`src/rtl/pc_seq_pkg.sv`:
```
// Shared types for the program-counter sequencer: flow opcodes, FSM states, default PC width.
// Build option: STACK_ERR_HALT_EN makes a return-stack error on CALL/RET enter FAULT.
package pc_seq_pkg;

    localparam int PC_WIDTH_DEFAULT = 13;

    typedef enum logic [2:0] {
        OP_SEQ    = 3'b000,
        OP_JUMP   = 3'b001,
        OP_BRANCH = 3'b010,
        OP_CALL   = 3'b011,
        OP_RET    = 3'b100,
        OP_HALT   = 3'b101
    } op_t;

    typedef enum logic [1:0] {
        ST_RUN   = 2'b00,
        ST_HALT  = 2'b01,
        ST_FAULT = 2'b10
    } seq_state_t;

    // True for the two opcodes that talk to the return stack.
    function automatic logic is_stack_op(input logic [2:0] op);
        return (op == OP_CALL) || (op == OP_RET);
    endfunction

endpackage

```
`src/rtl/pc_sequencer_if.sv`:
```
// Bundle between the sequencer (master) and its decoder/return-stack environment (slave).
// Build option: STACK_ERR_HALT_EN (affects only how Stack_Err is interpreted).
interface pc_sequencer_if #(
    parameter int PC_WIDTH = pc_seq_pkg::PC_WIDTH_DEFAULT
);
    // Stack handshake: Stack_Enable is a one-cycle request with no ready; the
    // stack completes it on the falling edge, and Ret_Add/Stack_Err are then
    // stable for the sequencer to sample on the following rising edge.
    logic [2:0]          Op;
    logic                Cond;
    logic [PC_WIDTH-1:0] Target;
    logic                Stall;
    logic                Resume;
    logic [PC_WIDTH-1:0] Ret_Add;
    logic                Stack_Err;
    logic [PC_WIDTH-1:0] PC;
    logic [PC_WIDTH-1:0] NPPC;
    logic                Stack_Enable;
    logic                Stack_Write;
    logic                Halted;
    logic                Fault;

    modport master (
        input  Op, Cond, Target, Stall, Resume, Ret_Add, Stack_Err,
        output PC, NPPC, Stack_Enable, Stack_Write, Halted, Fault
    );

    modport slave (
        output Op, Cond, Target, Stall, Resume, Ret_Add, Stack_Err,
        input  PC, NPPC, Stack_Enable, Stack_Write, Halted, Fault
    );

endinterface

```
`src/rtl/pc_next_mux.sv`:
```
// Combinational next-PC selection used while the sequencer is in RUN.
// Build option: STACK_ERR_HALT_EN selects how a stack error on CALL/RET steers the PC.
module pc_next_mux
    import pc_seq_pkg::*;
#(
    parameter int PC_WIDTH = PC_WIDTH_DEFAULT
) (
    input  logic [2:0]          op,
    input  logic                cond,
    input  logic [PC_WIDTH-1:0] target,
    input  logic [PC_WIDTH-1:0] ret_add,
    input  logic [PC_WIDTH-1:0] pc,
    input  logic                stack_err,
    output logic [PC_WIDTH-1:0] next_pc,
    output logic [PC_WIDTH-1:0] nppc
);

    always_comb begin
        nppc    = pc + PC_WIDTH'(1);
        next_pc = nppc;
        case (op)
            OP_JUMP:   next_pc = target;
            OP_BRANCH: next_pc = cond ? target : nppc;
`ifdef STACK_ERR_HALT_EN
            // A failed stack access freezes the PC; the FSM moves to FAULT.
            OP_CALL:   next_pc = stack_err ? pc : target;
            OP_RET:    next_pc = stack_err ? pc : ret_add;
`else
            // Errors are ignored: a bad pop falls through instead of using garbage.
            OP_CALL:   next_pc = target;
            OP_RET:    next_pc = stack_err ? nppc : ret_add;
`endif
            OP_HALT:   next_pc = pc;
            default:   next_pc = nppc;
        endcase
    end

endmodule

```
`src/rtl/pc_sequencer.sv`:
```
// Program-counter sequencer: RUN/HALT/FAULT FSM and PC register, driving a falling-edge return stack.
// Build option: STACK_ERR_HALT_EN enables the FAULT state on return-stack errors.
module pc_sequencer
    import pc_seq_pkg::*;
#(
    parameter int                  PC_WIDTH     = PC_WIDTH_DEFAULT,
    parameter logic [PC_WIDTH-1:0] RESET_VECTOR = '0
) (
    input  logic                  Slow_Clock,
    input  logic                  Reset,
    pc_sequencer_if.master        bus,
    output seq_state_t            dbg_state
);

    logic [PC_WIDTH-1:0] pc_q;
    logic [PC_WIDTH-1:0] next_pc;
    logic [PC_WIDTH-1:0] nppc;
    seq_state_t          state_q;
    logic                halted_q;
    logic                fault_q;
    logic                stack_req;

    pc_next_mux #(
        .PC_WIDTH (PC_WIDTH)
    ) u_next_mux (
        .op        (bus.Op),
        .cond      (bus.Cond),
        .target    (bus.Target),
        .ret_add   (bus.Ret_Add),
        .pc        (pc_q),
        .stack_err (bus.Stack_Err),
        .next_pc   (next_pc),
        .nppc      (nppc)
    );

    // Reset is in the term so an asserted reset kills a request in flight.
    assign stack_req = (state_q == ST_RUN) && !bus.Stall && !Reset && is_stack_op(bus.Op);

    assign bus.Stack_Enable = stack_req;
    assign bus.Stack_Write  = stack_req && (bus.Op == OP_CALL);
    assign bus.PC           = pc_q;
    assign bus.NPPC         = nppc;
    assign bus.Halted       = halted_q;
    assign bus.Fault        = fault_q;
    assign dbg_state        = state_q;

    always_ff @(posedge Slow_Clock or posedge Reset) begin
        if (Reset) begin
            pc_q     <= RESET_VECTOR;
            state_q  <= ST_RUN;
            halted_q <= 1'b0;
            fault_q  <= 1'b0;
        end else if (!bus.Stall) begin
            case (state_q)
                ST_RUN: begin
                    pc_q <= next_pc;
                    if (bus.Op == OP_HALT) begin
                        state_q  <= ST_HALT;
                        halted_q <= 1'b1;
                    end
`ifdef STACK_ERR_HALT_EN
                    else if (is_stack_op(bus.Op) && bus.Stack_Err) begin
                        state_q <= ST_FAULT;
                        fault_q <= 1'b1;
                    end
`endif
                end
                ST_HALT: begin
                    if (bus.Resume) begin
                        pc_q     <= nppc;
                        state_q  <= ST_RUN;
                        halted_q <= 1'b0;
                    end
                end
                // FAULT is sticky: only Reset leaves it.
                ST_FAULT: begin
                    pc_q <= pc_q;
                end
                default: begin
                    state_q  <= ST_RUN;
                    halted_q <= 1'b0;
                    fault_q  <= 1'b0;
                end
            endcase
        end
    end

endmodule

```
`src/flat_wrapper.sv`:
```
// flat-port wrapper written by rule: the top's interface ports become plain ports
module pc_sequencer_flat import pc_seq_pkg::*;
#(
    parameter int                  PC_WIDTH     = PC_WIDTH_DEFAULT,
    parameter logic [PC_WIDTH-1:0] RESET_VECTOR = '0
)
  (Slow_Clock, Reset, dbg_state, bus_Op, bus_Cond, bus_Target, bus_Stall, bus_Resume, bus_Ret_Add, bus_Stack_Err, bus_PC, bus_NPPC, bus_Stack_Enable, bus_Stack_Write, bus_Halted, bus_Fault);
  pc_sequencer_if #(.PC_WIDTH(PC_WIDTH)) bus_i ();
  input  logic Slow_Clock;
  input  logic Reset;
  output seq_state_t dbg_state;
  input wire logic [$bits(bus_i.Op)-1:0] bus_Op;
  input wire logic [$bits(bus_i.Cond)-1:0] bus_Cond;
  input wire logic [$bits(bus_i.Target)-1:0] bus_Target;
  input wire logic [$bits(bus_i.Stall)-1:0] bus_Stall;
  input wire logic [$bits(bus_i.Resume)-1:0] bus_Resume;
  input wire logic [$bits(bus_i.Ret_Add)-1:0] bus_Ret_Add;
  input wire logic [$bits(bus_i.Stack_Err)-1:0] bus_Stack_Err;
  output wire logic [$bits(bus_i.PC)-1:0] bus_PC;
  output wire logic [$bits(bus_i.NPPC)-1:0] bus_NPPC;
  output wire logic [$bits(bus_i.Stack_Enable)-1:0] bus_Stack_Enable;
  output wire logic [$bits(bus_i.Stack_Write)-1:0] bus_Stack_Write;
  output wire logic [$bits(bus_i.Halted)-1:0] bus_Halted;
  output wire logic [$bits(bus_i.Fault)-1:0] bus_Fault;
  assign bus_i.Op = bus_Op;
  assign bus_i.Cond = bus_Cond;
  assign bus_i.Target = bus_Target;
  assign bus_i.Stall = bus_Stall;
  assign bus_i.Resume = bus_Resume;
  assign bus_i.Ret_Add = bus_Ret_Add;
  assign bus_i.Stack_Err = bus_Stack_Err;
  assign bus_PC = bus_i.PC;
  assign bus_NPPC = bus_i.NPPC;
  assign bus_Stack_Enable = bus_i.Stack_Enable;
  assign bus_Stack_Write = bus_i.Stack_Write;
  assign bus_Halted = bus_i.Halted;
  assign bus_Fault = bus_i.Fault;
  pc_sequencer #(.PC_WIDTH(PC_WIDTH), .RESET_VECTOR(RESET_VECTOR)) u_core (.Slow_Clock(Slow_Clock), .Reset(Reset), .bus(bus_i), .dbg_state(dbg_state));
endmodule
```
`config.mk`:
```
export PLATFORM = sky130hd
export DESIGN_NAME = pc_sequencer_flat
export DESIGN_NICKNAME = d
export VERILOG_FILES = /design/src/rtl/pc_seq_pkg.sv /design/src/rtl/pc_sequencer_if.sv /design/src/rtl/pc_next_mux.sv /design/src/rtl/pc_sequencer.sv /design/src/flat_wrapper.sv
export SDC_FILE = /design/constraint.sdc
export NUM_CORES = 1
export LEC_CHECK = 0
export CORE_UTILIZATION = 38
export CTS_CLUSTER_SIZE = 8
export DETAILED_ROUTE_END_ITERATION = 12
export PLACE_DENSITY = 0.82
export SLEW_MARGIN = 20
export SYNTH_ARGS = -nofsm -noshare
export SYNTH_HDL_FRONTEND = slang
export SYNTH_SLANG_ARGS = --single-unit
```
`constraint.sdc`:
```
create_clock -name Slow_Clock -period 1.95 [get_ports Slow_Clock]
set_input_delay 0.39 -clock Slow_Clock [delete_from_list [all_inputs] [get_ports Slow_Clock]]
set_output_delay 0.39 -clock Slow_Clock [all_outputs]
set_load 0.01 [all_outputs]
```
==> reports/qor.yml, run 1 <==
run_status:
  status: "finished, violations left"
  failed_checks: "negative setup slack"
global_routing:
  grt_pass1_vias: 1963
  grt_start_max_net_pins: 15
  grt_pass1_wl_um: 9200
  grt_use_total_pct: 29.5
  grt_overflow_total: 0
  antenna_found_initial: 0
critical_path:
  r2r_start: "u_core.bus.PC[0]$_DFFE_PP0P_"
  arrival_ns: 1.74
  rrSetupSlack_ns: 0.04
  cp_slowest_stage_delay_ns: 0.43
  r2r_cells: 8
  cp-start-kind: "flop"
  critPathRequiredTime_ns: 1.56
  worstPathCellList: "ha_4, nand4_4, buf_6, nor4_4, xor2_2, buf_2"
  end_kind: "output pin"
  path_buf_inv: 2
  critical_path_class: "flop to output pin"
  crit_family: "flip-flops"
  crit_fanout: 3
  rr_endpoint: "u_core.bus.PC[12]$_DFFE_PP0P_"
  cp_slowest_cell: "dfrtp_1"
floorplanning:
  start_util_pct: 39.7
  num_rows: 22
  die_h_um: 63.8
  dieArea_mm2: 0.00407
  io-pin-count: 67
  core_area_mm2: 0.00366
  die_w_um: 63.8
timing:
  slew_headroom_pct: 59.4
  finalCriticalPeriod_ns: 2.13
  tightest_slew_ns: 0.609
  worst_slack_ns: -0.179
  holdWs_ns: 0.617
  fin_skew_ns: 0.00242
  hold_viol_final: 0
  rsz0062_at_grt: "true"
  drv_slew: 0
  fmax_mhz: 470
  period_share_pct: 109
  final-setup-viol-count: 6
  tns_ns: -0.737
synthesis:
  synth_compound_area_share_pct: 29.8
  ys_async_sr_fraction_pct: 100
  synth_fa_ha_area_share_pct: 0.861
  synth-simple-area-share_pct: 28.6
  synth_xor_area_share_pct: 7.06
  synthCells: 184
  syn_area_mm2: 0.00145
  syn_avg_cell_area_um2: 7.89
  synth-seq-area-share_pct: 24.1
  ys_types: 53
  synth-seq-cells: 14
  synthFlopType: "dfrtp_1"
  yosysWarningCount: 0
  synthMuxAreaShare_pct: 0
  synth_top_family_by_area: "compound AO/OA/AOI/OAI gates"
  synth_edf_count: 0
clock_network:
  hold_buffers: 0
  htreeDepth: 1
  clk_pin_slew_ns: 0.07
  clock_path_buffers: 2
  cts_tree: "built"
  clock-sinks: 14
  cts_made_buffers: 3
  clockRootBuffer: "clkbuf_8"
  clk_latency_ns: 0.25
detailed_routing:
  vias: 1983
  antenna_left: 0
  first_iter_violations: 131
  drc: 0
  routed_wl_um: 6170
  vias_per_cell: 5.49
  routedWlPerCell_um: 17.1
  first_pass_iters: 5
cells_and_area:
  num-fill-cells: 245
  syn_to_final_growth_pct: 92.8
  layout-drive-gt1-share_pct: 39.3
  n_antenna_cell: 0
  final_area_mm2: 0.00280
  fin_nets: 350
job:
  drv_cap: 0
place:
  place.gp.congestion: 0.911
  dp_hpwl_um: 3790
  pre_cts_ws_ns: -0.630
  io_buffers: 64
  dpl-instance-area_mm2: 0.00245
min_path:
  hold_class: "primary input to asynchronous set/reset pin"
power_and_ir_drop:
  irDropWorstVdd_mv: 0.681
  total_power_uw: 2420
  leakage_uw: 0.00127
  pwr_density_cell_mw_per_mm2: 866
[cell type report]
| cell class | count | area, um^2 | area share, % |
|---|---|---|---|
| Timing Repair Buffer | 137 | 1180 | 42.0 |
| Multi-Input combinational cell | 142 | 1100 | 39.2 |
| Sequential cell | 14 | 352 | 12.6 |
| Inverter | 16 | 60.1 | 2.14 |
| Tap cell | 48 | 60.1 | 2.14 |
| Clock buffer | 4 | 55.1 | 1.97 |
[routing by layer]
layer / global-route usage (%) / routed length, um / up-vias
met5: 0 / 0 / -
met4: 10.8 / 137 / 0
met3: 4.64 / 456 / 18
met2: 53.6 / 3160 / 102
met1: 34.4 / 2410 / 945
li1: - / - / 918
[cell usage after synthesis, drive strengths merged (2+ instances only)]
cell / count / share of area, %
o21ai: 19 / 6.5
nor2: 18 / 5.3
inv: 16 / 4.1
dfrtp: 14 / 24
a21oi: 13 / 4.7
nand2: 13 / 3.4
buf: 11 / 4.7
nand3: 8 / 3.1
a22o: 5 / 3.0
nand2b: 5 / 2.2
nor3: 5 / 2.8
xnor2: 5 / 3.0
xor2: 5 / 4.0
a31oi: 4 / 1.7
or3: 4 / 2.1
a221oi: 3 / 1.8
nor4: 3 / 3.4
o21a: 3 / 1.6
o221a: 3 / 2.3
a22oi: 2 / 1.0
clkbuf: 2 / 0.52
nand3b: 2 / 1.0
nand4: 2 / 2.3
o22ai: 2 / 0.86
or3b: 2 / 1.4
[layout by cell type, fill, tap and decap left out, types with 3 or more instances in the layout]
master,n
a21oi_1,12
a22o_1,5
a31oi_1,4
buf_2,9
buf_4,63
buf_6,11
clkbuf_8,4
clkdlybuf4s50_1,46
dfrtp_1,13
dlygate4sd2_1,5
inv_1,16
nand2_1,11
nand2b_1,5
nand3_1,7
nor2_1,13
nor2_2,3
o21ai_0,16
o21ai_1,3
o221a_2,3
xnor2_2,4
xor2_1,3
[through the flow]
step,util (%),instances
2_1_floorplan,-,185
3_3_place_gp,67.0,333
3_5_place_dp,67.0,333
4_1_cts,74.9,359
5_1_grt,76.5,361
6_report,76.5,361
[kinds of logic (layout without fill, tap and decap cells)]
group / Yosys count / after routing
fa+ha+maj: 1 / 1
other cells: 1 / 2
flops: 14 / 14
buf+inv: 29 / 157
simple gates: 65 / 65
compound gates: 64 / 64
xor+xnor: 10 / 10
[state kept, by name, summed over array words and instances, names as in the netlist]
name	count
u_core.dbg_state	1
u_core.bus.PC	13
[power breakdown]
group	switching, uW	internal (uW)
Sequential	100	378
Combinational	766	873
Clock	128	179
[worst max-delay path by stage]
stage	startpoint	endpoint	slack, ns	cells after the start
after floorplan	u_core.bus.PC[0]$_DFFE_PP0P_	bus_NPPC[10]	0.02	5
after global placement	bus_Op[2]	bus_Stack_Enable	-0.61	4
after detailed placement	bus_Op[2]	bus_Stack_Enable	-0.63	4
after CTS	u_core.bus.PC[1]$_DFFE_PP0P_	bus_NPPC[8]	-0.20	7
after global routing	u_core.bus.PC[0]$_DFFE_PP0P_	bus_NPPC[12]	-0.22	6
final	u_core.bus.PC[0]$_DFFE_PP0P_	bus_NPPC[12]	-0.18	6
[worst reg2reg max path, delay by kind of cell, from the launching register on]
kind,cells,cell delay (ns)
DFF,1,0.43
adders and majority gates,1,0.19
and+or+nand+nor,2,0.38
buffers and inverters,2,0.30
xor gates and xnor gates,1,0.13
AOI/OAI and AO/OA,2,0.36
[repair_timing]
item                                    CTS  global route
gates cloned                              0             0
hold endpoints to repair                  0             0
setup buffers                            23             6
endpoints found under the setup margin   19            17
pin swaps                                17            15
resized for setup                        70            17
(Power assumes the default switching activity.)
==> run 2: changes to the inputs <==
--- a/config.mk
+++ b/config.mk
@@ -6,7 +6,6 @@
 export NUM_CORES = 1
 export LEC_CHECK = 0
 export CORE_UTILIZATION = 38
-export CTS_CLUSTER_SIZE = 8
 export DETAILED_ROUTE_END_ITERATION = 12
 export PLACE_DENSITY = 0.82
 export SLEW_MARGIN = 20
==> results of run 2 <==
Same layout as run 1: the final DEF is identical, and so are final timing and power.
==> variant 1: new RTL, config.mk and constraints of run 1 <==
Add a define of `STACK_ERR_HALT_EN`.
--- a/src/rtl/pc_next_mux.sv
+++ b/src/rtl/pc_next_mux.sv
@@ -1,4 +1,6 @@
 // Combinational next-PC selection used while the sequencer is in RUN.
 // Build option: STACK_ERR_HALT_EN selects how a stack error on CALL/RET steers the PC.
+`define STACK_ERR_HALT_EN
+
 module pc_next_mux
     import pc_seq_pkg::*;
Function: changed (Yosys sat finds a counterexample within 4 cycles, from zero or initial values and one cycle with Reset high).
==> variant 1 against run 1 <==
The run still ends with setup timing left. Sequential power up 32%. Sequential cell count grew 3. Synthesized cell count fell by 13%. Global-route usage fell by 5.6 points. Power increased by 19%. Worst setup slack improved by 0.028 ns. Combinational power grew 24%. Final area down 9.7%. Area after synthesis down 3.9%. Wire length fell by 25%.
==> variant 1: results (changes against run 1) <==
The run finished, with violations left. The final reports fail on setup timing. The fraction of layout instances using a drive strength above 1 is 34.3% (-5.0 points).

After synthesis, the cell types taking the most area are sky130_fd_sc_hd__dfrtp_1, sky130_fd_sc_hd__a22oi_1, sky130_fd_sc_hd__xor2_1, sky130_fd_sc_hd__ha_1, sky130_fd_sc_hd__o32a_1. The post-DP HPWL was 3.57 mm (-5.8%); the total of fill cells in the finished design was 252 (+2.9%). For the number of violations reported at the end of detailed-routing iteration 0, the log shows 64 (-51%). Setup-violating endpoint count in the final report: 7 (+1).

The slew at the pin with the worst max-slew slack was 0.296 ns (-0.312 ns). The clock-pin slew reported for the worst setup and hold paths after clock tree synthesis was 0.11 ns (+0.04 ns); the switching power as a share of total power was 41.0% (about the same). The largest voltage drop on the vdd net is 0.703 mV (+3.2%), and the maximum net fanout on the critical path is 2 (-1). The part of the Yosys area used for sequential elements is 30.5% (+6.3 points). The first-pass detailed-route iteration total is 4 (-1). The tools report the reg-to-reg critical path endpoint as u_core.bus.PC[10].

Unique cell type count in the Yosys netlist: 51 (-3.8%). For the maximum number of pins on one net before global-route repair, the log shows 18 (+3). Worst clock skew on the final layout: 0.00417 ns (+0.00175 ns). The tools report the static leakage power as 1.14 nW (-11%).

The tools report the clock network power consumption as 0.000204 W (-34%). Instance area at placement: 2420 µm² (-1.4%). By count the netlist is led by sky130_fd_sc_hd__dfrtp_1, sky130_fd_sc_hd__nand2_1, sky130_fd_sc_hd__nor2_1, sky130_fd_sc_hd__a22oi_1, sky130_fd_sc_hd__inv_1. The root buffer cell chosen for the clock tree is sky130_fd_sc_hd__clkbuf_4. The final net count came out at 314 (-10%). The number of global-route vias before repair was 1,702 (-13%); the number of I/O port buffers was 66 (+3.1%). The data arrival time at the worst-slack endpoint is 1.71 ns (-0.03 ns), and the final worst slack is -0.151 ns (+0.0277 ns).
## variant 1: cell types whose count changed in the layout (fill, tap and decap cells not counted), sizes merged, moves of 5 or more
cell    delta
inv        -8
a22oi     +10
nor2       -5
buf       -25
a21oi      -5
nand2b     -5
o32a       +5
o21ai      -9
## variant 1: worst max-delay path, stage by stage (launching register included)
cell and delay, ns:
sky130_fd_sc_hd__dfrtp_1 0.39, sky130_fd_sc_hd__ha_2 0.19, sky130_fd_sc_hd__nand3_1 0.11, sky130_fd_sc_hd__nor4_2 0.21, sky130_fd_sc_hd__buf_4 0.16, sky130_fd_sc_hd__xor2_1 0.18
sky130_fd_sc_hd__buf_2 0.17
## variant 1: area by class of cell
| cell class | count | area [µm²] | area share [%] |
|---|---|---|---|
| clock buffer | 4 | 26.3 | 1.04 |
| timing repair buffer | 116 | 988 | 39.1 |
| inverter | 8 | 30.0 | 1.19 |
| multi-input combinational | 129 | 1000 | 39.6 |
| tap | 46 | 57.6 | 2.27 |
| sequential | 17 | 425 | 16.8 |
## variant 1: metrics by stage
step	total power, W	TNS, ns	worst slack, ns	cells
floorplan	0.00154	0	0.00872	160
detailed placement	0.00267	-5.88	-0.406	312
global route	0.00310	-1.12	-0.236	320
global placement	0.00262	-5.25	-0.410	312
finish	0.00288	-0.623	-0.151	320
CTS	0.00281	-0.646	-0.148	316
## variant 1: metal layers
layer | global-route usage (%) | wire length (µm) | vias to the layer above
li1 | - | - | 837
met1 | 27.2 | 1930 | 818
met2 | 44.6 | 2430 | 57
met3 | 5.11 | 219 | 6
met4 | 6.10 | 55 | 0
met5 | 0 | 0 | -
## variant 1: kinds of logic after synthesis
logic type               Yosys count  synth area share [%]
adder cells (fa/ha/maj)            4                  3.58
AND/OR/NAND/NOR                   53                  20.4
flip-flops                        17                  30.5
AO/OA/AOI/OAI                     61                  33.6
buffers and inverters             14                  5.02
XOR/XNOR                          11                  6.90
## variant 1: timing repair
action                                  4_1_cts  5_1_grt
gates resized for setup                      51       26
endpoints found under the setup margin       16       26
pin swaps                                     4        8
buffers inserted                              0        4
hold endpoints to repair                      0        0
## variant 1: worst min-delay path by stage
stage | start | to | slack, ns | cells past startpoint
final | Reset | u_core.bus.PC[1] | 0.43 | 3
after global placement | u_core.bus.Halted | u_core.bus.Halted | 0.48 | 1
after floorplan | Reset | u_core.bus.Fault | 0.32 | 1
after global routing | Reset | u_core.dbg_state[1] | 0.44 | 3
after CTS | Reset | u_core.bus.Fault | 0.43 | 3
after detailed placement | u_core.bus.Halted | u_core.bus.Halted | 0.48 | 1
==> variant 2: new RTL, config.mk and constraints of run 1 <==
Without the edit above. Reset style: synchronous (`Reset`), changed in one clocked block.
--- a/src/rtl/pc_sequencer.sv
+++ b/src/rtl/pc_sequencer.sv
@@ -45,5 +45,5 @@
     assign dbg_state        = state_q;
 
-    always_ff @(posedge Slow_Clock or posedge Reset) begin
+    always_ff @(posedge Slow_Clock) begin
         if (Reset) begin
             pc_q     <= RESET_VECTOR;
Function: differs if Reset is asserted again (counterexample within 4 cycles, from zero or initial values and one cycle with Reset high); with Reset held inactive, the same outputs for 10 cycles.
==> variant 2 against run 1 <==
Clock skew is essentially flat. First-iteration DRC count grew 17%. The run still ends with setup timing left. Worst setup slack lost 0.0064 ns. Critical path type unchanged. Maximum frequency shrank 0.30%. Sequential cell count is the same. Area after synthesis shrank 15%. Final area shrank 12%. Wire length shrank 11%. Die area shrank 15%. Count of clock-buffer cells in the layout is the same.
Power is not compared: it rests on default switching activity, and its combinational part moved more than twofold at a synthesized area within 25%.
==> variant 2: results (changes against run 1) <==
The run finished, with violations left. The final reports fail on setup timing. The tools report the met1 wire length as 2.13 mm (-12%). The clock-pin slew reported for the worst setup and hold paths after clock tree synthesis was 0.10 ns (+0.03 ns). The root buffer cell chosen for the clock tree is sky130_fd_sc_hd__clkbuf_4.

The setup-violating endpoint count in the final report came out at 5 (-1). Ranked by total cell area, the synthesized netlist is headed by sky130_fd_sc_hd__dfxtp_1, sky130_fd_sc_hd__a32o_1, sky130_fd_sc_hd__a21oi_1, sky130_fd_sc_hd__o21ai_0, sky130_fd_sc_hd__a22oi_1. The worst register-to-register path ends at u_core.bus.PC[11].

The mean routed wirelength per cell is 17.5 µm (+2.4%). The run gives 52.3% (-1.3 points) as the met2 usage. The type of the most critical hold path is register to register. The tools report the setup slack on the worst flop-to-flop path as 0.07 ns (+0.03 ns). For the clock latency at the later pin of the worst-skew pair, the log shows 0.29 ns (+0.04 ns). The count of placed standard cells including taps is 300 (-9.9%). For the wire length of the first global-routing pass, the log shows 7.59 mm (-17%).

The share of synthesized flip-flops with an asynchronous set or reset works out to 0% (-100 points). The maximum net fanout on the critical path came out at 4 (+1). The number of violations reported at the end of detailed-routing iteration 0 came out at 153 (+17%). The unique cell type count in the Yosys netlist is 43 (-19%), and the fraction of layout instances using a drive strength above 1 is 41.3% (+2.0 points). The post-DP HPWL is 3.44 mm (-9.3%), and the xor-xnor portion of the synthesized cell area is 5.68% (-1.4 points).

The fraction of the mapped netlist area in compound gates is 35.1% (+5.3 points). The met1 track utilization from global routing was 35.6% (+1.1 points); the adder-cell area share of the yosys netlist was 1.01% (+0.15 points). The number of vias per cell after detailed routing is 5.83 (+6.2%). The met3 track utilization from global routing was 3.49% (-1.1 points); the met3 layer wire length in the routed design was 564 µm (+24%). The run gives 2210 µm² (-9.9%) as the instance area at placement.

The final weighted congestion of routability-driven global placement was 0.879 (-3.5%). The commonest cells after synthesis are sky130_fd_sc_hd__dfxtp_1, sky130_fd_sc_hd__a21oi_1, sky130_fd_sc_hd__a32o_1, sky130_fd_sc_hd__o21ai_0. The part of the Yosys area used for sequential elements is 22.7% (-1.4 points).

The startpoint identified for the worst register-to-register timing path is u_core.bus.PC[6]. The instance count of the mapped netlist is 158 (-14%), and the final worst slack is -0.185 ns (-0.00637 ns).
-- variant 2: cell types whose count changed in the layout (fill, tap and decap cells not counted), moves of 4 or more --
cell / change
sky130_fd_sc_hd__buf_4: -11
sky130_fd_sc_hd__a32o_1: +10
sky130_fd_sc_hd__a22oi_1: +4
sky130_fd_sc_hd__dfxtp_1: +4
sky130_fd_sc_hd__inv_1: -9
sky130_fd_sc_hd__buf_6: -4
sky130_fd_sc_hd__dfxtp_2: +7
sky130_fd_sc_hd__a22o_1: -4
sky130_fd_sc_hd__nand2_1: -5
sky130_fd_sc_hd__nand2b_1: -5
sky130_fd_sc_hd__nor2_1: -5
sky130_fd_sc_hd__dfrtp_1: -13
sky130_fd_sc_hd__o21ai_0: -6
-- variant 2: logic make-up after synthesis --
| logic type | after synthesis |
|---|---|
| simple gates | 54 |
| compound gates | 59 |
| xor+xnor | 8 |
| other cells | 1 |
| flops | 14 |
| buf+inv | 21 |
| fa+ha+maj | 1 |
-- variant 2: cell type report --
class                      count  area (µm²)  area share, %
sequential                    14         300           12.2
tap                           44        55.1           2.23
multi-input combinational    124        1010           40.9
inverter                       8        30.0           1.22
timing repair buffer         121        1040           42.0
clock buffer                   4        36.3           1.47
-- variant 2: critical path, cell delays in order (launching register included) --
cell,delay [ns]
sky130_fd_sc_hd__dfxtp_4,0.39
sky130_fd_sc_hd__ha_4,0.15
sky130_fd_sc_hd__nand3_4,0.10
sky130_fd_sc_hd__buf_4,0.16
sky130_fd_sc_hd__or3_4,0.35
sky130_fd_sc_hd__xnor2_2,0.14
sky130_fd_sc_hd__buf_2,0.16
-- variant 2: repair_timing --
action	4_1_cts	5_1_grt
gates resized for setup	69	31
endpoints found under the setup margin	20	13
pin swaps	6	6
setup buffers	7	5
-- variant 2: worst max path at each step --
stage	from	to	slack, ns
after global placement	bus_Op[2]	bus_Stack_Enable	-0.36
after floorplan	u_core.bus.PC[0]	bus_NPPC[12]	0.07
after CTS	u_core.bus.PC[0]	bus_NPPC[10]	-0.20
final	u_core.bus.PC[0]	bus_NPPC[8]	-0.19
after detailed placement	bus_Op[2]	bus_Stack_Enable	-0.44
after global routing	u_core.bus.PC[0]	bus_NPPC[8]	-0.22
-- variant 2: through the flow --
| step | setup TNS, ns | hold WS (ns) | power [W] | worst slack [ns] | util (%) |
|---|---|---|---|---|---|
| 3_5_place_dp | -5.82 | 0.490 | 0.000735 | -0.439 | 71.8 |
| 6_report | -0.625 | 0.516 | 0.00101 | -0.185 | 80.1 |
| 3_3_place_gp | -5.21 | 0.484 | 0.000729 | -0.364 | 71.8 |
| 4_1_cts | -0.616 | 0.507 | 0.000967 | -0.200 | 75.8 |
| 2_1_floorplan | 0 | 0.510 | 0.000489 | 0.0707 | - |
| 5_1_grt | -0.868 | 0.547 | 0.00104 | -0.221 | 80.1 |
